**src/rtl/msrv32_integer_file.sv**
```systemverilog
// msrv32 architectural integer register file: 32 x XLEN, x0 hardwired to zero, two combinational read ports.
// Define MSRV32_RF_BYPASS_EN to forward same-cycle write data onto a matching read port.
module msrv32_integer_file #(
    parameter int XLEN  = 32,
    parameter int NREGS = 32,
    parameter int AW    = 5
) (
    input  logic            ms_riscv32_mp_clk_in,
    input  logic            ms_riscv32_mp_rst_n_in,
    input  logic [AW-1:0]   rs_1_addr_in,
    input  logic [AW-1:0]   rs_2_addr_in,
    input  logic [AW-1:0]   rd_addr_in,
    input  logic            wr_en_in,
    input  logic [XLEN-1:0] rd_in,
    output logic [XLEN-1:0] rs_1_out,
    output logic [XLEN-1:0] rs_2_out
);

    logic [XLEN-1:0] regs [NREGS];
    logic            rst_ok;
    logic            wr_hit;

    // rst_ok rises on the first edge that samples reset high, so a write
    // coinciding with reset release is dropped rather than racing the clear.
    always_ff @(posedge ms_riscv32_mp_clk_in or negedge ms_riscv32_mp_rst_n_in) begin
        if (!ms_riscv32_mp_rst_n_in)
            rst_ok <= 1'b0;
        else
            rst_ok <= 1'b1;
    end

    assign wr_hit = wr_en_in && rst_ok && (rd_addr_in != '0);

    always_ff @(posedge ms_riscv32_mp_clk_in or negedge ms_riscv32_mp_rst_n_in) begin
        if (!ms_riscv32_mp_rst_n_in) begin
            for (int i = 0; i < NREGS; i++)
                regs[i] <= '0;
        end else if (wr_hit) begin
            regs[rd_addr_in] <= rd_in;
        end
    end

    function automatic logic [XLEN-1:0] read_port(input logic [AW-1:0] addr);
        logic [XLEN-1:0] val;
        val = regs[addr];
`ifdef MSRV32_RF_BYPASS_EN
        if (wr_hit && (addr == rd_addr_in))
            val = rd_in;
`endif
        if (addr == '0)
            val = '0;
        return val;
    endfunction

    always_comb begin
        rs_1_out = read_port(rs_1_addr_in);
        rs_2_out = read_port(rs_2_addr_in);
    end

endmodule

```
**config.mk**
```make
export PLATFORM = sky130hd
export DESIGN_NAME = msrv32_integer_file
export DESIGN_NICKNAME = d
export VERILOG_FILES = /design/src/rtl/msrv32_integer_file.sv
export SDC_FILE = /design/constraint.sdc
export NUM_CORES = 2
export LEC_CHECK = 0
export CAP_MARGIN = 20
export CORE_MARGIN = 2
export CORE_UTILIZATION = 65
export CTS_CLUSTER_DIAMETER = 120
export DETAILED_ROUTE_END_ITERATION = 12
export PLACE_DENSITY = 0.83
export SYNTH_ARGS = -nofsm -noshare
export SYNTH_HDL_FRONTEND = slang
export SYNTH_SLANG_ARGS = --single-unit
```
**constraint.sdc**
```tcl
create_clock -name ms_riscv32_mp_clk_in -period 7.26 [get_ports ms_riscv32_mp_clk_in]
set_clock_uncertainty 0.05 [all_clocks]
set_input_delay 1.452 -clock ms_riscv32_mp_clk_in [delete_from_list [all_inputs] [get_ports ms_riscv32_mp_clk_in]]
set_output_delay 1.452 -clock ms_riscv32_mp_clk_in [all_outputs]
set_load 0.02 [all_outputs]
```
==> results.py <==
metrics = {
    "run_status": {
        "outcome": "finished clean",
    },
    "cells_and_area": {
        "syn_to_final_growth_pct": 10.0,
        "final_area_mm2": 0.0601,
        "final_layout_size_suffix_gt1_share_pct": 50.0,
        "final_net_count": 3576,
    },
    "die": {
        "initial_core_util_pct": 65.4,
        "std_cell_core_area_mm2": 0.0834,
        "top_level_ports": 114,
        "die_w_um": 294,
        "floorplan.rows": 106,
        "fp.dieH_um": 294,
        "dieArea_mm2": 0.0863,
    },
    "synthesis": {
        "synth-seq-area-share_pct": 47.0,
        "syn_avg_cell_area_um2": 15.1,
        "synthFlopType": "sky130_fd_sc_hd__dfrtp_1",
        "number_of_enable_type_register_cells_in_the_synthesized_netlist": 0,
        "synth_top_cell_by_area": "sky130_fd_sc_hd__dfrtp_1",
        "netlist_area_before_placement_mm2": 0.0546,
        "post_synth_most_frequent_cells": "sky130_fd_sc_hd__dfrtp_1, sky130_fd_sc_hd__mux2_2, sky130_fd_sc_hd__mux4_2",
        "synth.top_cells.by_area": "sky130_fd_sc_hd__dfrtp_1, sky130_fd_sc_hd__mux2_2, sky130_fd_sc_hd__mux4_2",
        "yosys_warnings": 0,
        "synth_most_common_cell": "sky130_fd_sc_hd__dfrtp_1",
        "synth-async-reset-ratio_pct": 100,
        "synthDistinctLibCells": 42,
        "yosys.area.top_type_share_pct": 47.0,
        "post_synth_inst_count": 3626,
        "postSynthRegisterBits": 1025,
        "synth_nets": 3676,
    },
    "cts": {
        "cts_tree": "built",
        "h-tree-depth": 3,
        "cts_num_sinks": 1025,
        "clock-root-buffer": "sky130_fd_sc_hd__clkbuf_16",
        "cts_buffers": 104,
        "cts-resized-gates": 0,
        "worst_setup_hold_path_clk_slew_ns": 0.06,
        "cts_post_setup_buffers_inserted": 0,
        "clockBufferDepth": 3,
        "post_cts_hold_buffer_count": 0,
        "worstSkewPairLatency_ns": 0.68,
    },
    "critical_path": {
        "cp_max_fo": 20,
        "worst-endpoint-required_ns": 5.76,
        "critPathLaunchType": "primary input",
        "ff2ff_setup_slack_ns": 4.02,
        "path_class": "in -> out",
        "arrival_ns": 4.80,
        "end_kind": "output port",
    },
    "power": {
        "power_mw": 15.3,
        "power.share.sequential_pct": 45.9,
        "worst_ir_drop_vdd_mv": 0.212,
        "static_power_due_to_leakage_nw": 26.5,
        "cell_pwr_density_mw_per_mm2": 254,
        "internal_power_consumption_mw": 11.2,
        "comb_power_share_pct": 16.9,
        "share_clk_of_total_power_pct": 37.2,
        "p_sw_share_pct": 26.4,
        "total_switching_power_mw": 4.03,
    },
    "detailed_routing": {
        "postRouteWirelength_mm": 171,
        "vias": 36600,
        "drt_first_iter_violations": 5074,
        "post_drt_via_cell_ratio": 7.80,
        "antenna_left": 0,
        "drt_pass1_iterations": 6,
        "post_drt_wl_per_cell_um": 36.4,
        "detail_route.drc_violations": 0,
    },
    "sta": {
        "final_hold_violating_endpoints": 0,
        "rsz0062_at_grt": "no",
        "layout_setup_ws_ns": 0.954,
        "max_freq_mhz": 159,
        "layout_worst_path_cycle_share_pct": 86.9,
        "worst-slew-pin-transition_ns": 1.23,
        "post-route-min-period_ns": 6.31,
        "setup_viol": 0,
        "maxSlewViolCount": 0,
        "worst_slew_margin_rel_pct": 17.9,
        "tns_ns": 0,
        "finalHoldWorstSlack_ns": 0.346,
    },
    "place": {
        "buffer_ports.inserted": 113,
        "placedInstanceArea_mm2": 0.0564,
        "gp_congestion": 0.895,
        "dpl_worst_slack_ns": 1.17,
        "dp_hpwl_mm": 98.3,
    },
    "global_routing": {
        "track_usage_pct": 40.1,
        "grt_start_max_net_pins": 184,
        "first_global_vias": 38400,
        "grt_first_pass_wirelength_mm": 253,
        "antenna_found_initial": 9,
        "grt.overflow.total": 0,
    },
    "hold_path": {
        "worst_hold_path_class": "reg -> reg",
    },
    "flow_run": {
        "maxCapViolCount": 0,
    },
}
metal layers:
metal	global-route usage, %	vias up	routed length [um]
met5	0	-	34
met4	23.9	4	11800
met3	12.7	738	21000
met2	59.9	2782	78100
met1	52.2	19200	59800
li1	-	13900	-
critical path, stage by stage:
cell and delay (ns):
sky130_fd_sc_hd__buf_2 0.15, sky130_fd_sc_hd__buf_4 0.41, sky130_fd_sc_hd__or2_2 0.20, sky130_fd_sc_hd__or4_2 0.63
sky130_fd_sc_hd__buf_4 0.37, sky130_fd_sc_hd__o21ai_0 0.14, sky130_fd_sc_hd__a311oi_1 0.68, sky130_fd_sc_hd__clkdlybuf4s50_1 0.75
cells in the final DEF (no fill, tap or decap), types with 64 or more instances in the layout:
master                               n
sky130_fd_sc_hd__a211oi_1           64
sky130_fd_sc_hd__a22oi_1            64
sky130_fd_sc_hd__a311oi_1           64
sky130_fd_sc_hd__buf_4              88
sky130_fd_sc_hd__clkbuf_16         110
sky130_fd_sc_hd__clkdlybuf4s50_1   102
sky130_fd_sc_hd__dfrtp_1          1025
sky130_fd_sc_hd__mux2_2            993
sky130_fd_sc_hd__mux2i_1           128
sky130_fd_sc_hd__mux4_2            448
sky130_fd_sc_hd__nor2b_1            65
sky130_fd_sc_hd__o21ai_0           103
stage by stage:
step	util, %	std cells
4_1_cts	71.9	4684
3_3_place_gp	67.5	4495
3_5_place_dp	67.6	4496
2_1_floorplan	-	3626
6_report	72.0	4694
5_1_grt	72.0	4692
sequential cells by signal, summed over array words and instances, names as in the netlist:
| signal | cells |
|---|---|
| rst_ok | 1 |
| regs | 1024 |
final timing paths:
kind	start	end	cells past startpoint
setup reg to reg	rst_ok$_DFF_PN0_	regs[701]$_DFFE_PN0P_	5
min in group asynchronous	ms_riscv32_mp_rst_n_in	regs[927]$_DFFE_PN0P_	1
hold / removal	regs[995]$_DFFE_PN0P_	regs[995]$_DFFE_PN0P_	0
setup / recovery	rs_1_addr_in[3]	rs_1_out[8]	8
max in group asynchronous	ms_riscv32_mp_rst_n_in	regs[720]$_DFFE_PN0P_	3
hold reg to reg	regs[995]$_DFFE_PN0P_	regs[995]$_DFFE_PN0P_	0
power groups by stage:
stage               sequential (mW)  combinational, mW  clock (mW)
finish                         7.00               2.58        5.68
global placement               6.94               2.43           0
CTS                            6.96               2.56        5.69
global route                   7.06               2.72        5.94
floorplan                      6.85               1.85           0
detailed placement             7.05               2.53           0
kinds of logic (layout without fill, tap and decap cells):
| family | after synthesis | after routing | share of synthesized area [%] |
|---|---|---|---|
| buffers and inverters | 432 | 414 | 3.66 |
| AO/OA/AOI/OAI | 368 | 368 | 4.84 |
| AND/OR/NAND/NOR | 168 | 168 | 1.70 |
| flip-flops | 1025 | 1025 | 47.0 |
| multiplexers | 1632 | 1632 | 42.8 |
| other | 1 | 7 | 0.00687 |
layout make-up:
cell class,count,area [um^2]
Tap cell,1080,1350
Clock buffer,159,3150
Inverter,2,10.0
Fill cell,4980,23400
Antenna cell,6,15.0
Sequential cell,1025,25600
Clock inverter,29,442
Multi-Input combinational cell,2169,27200
Timing Repair Buffer,224,2280
No activity file was read; power rests on OpenSTA's default activity.
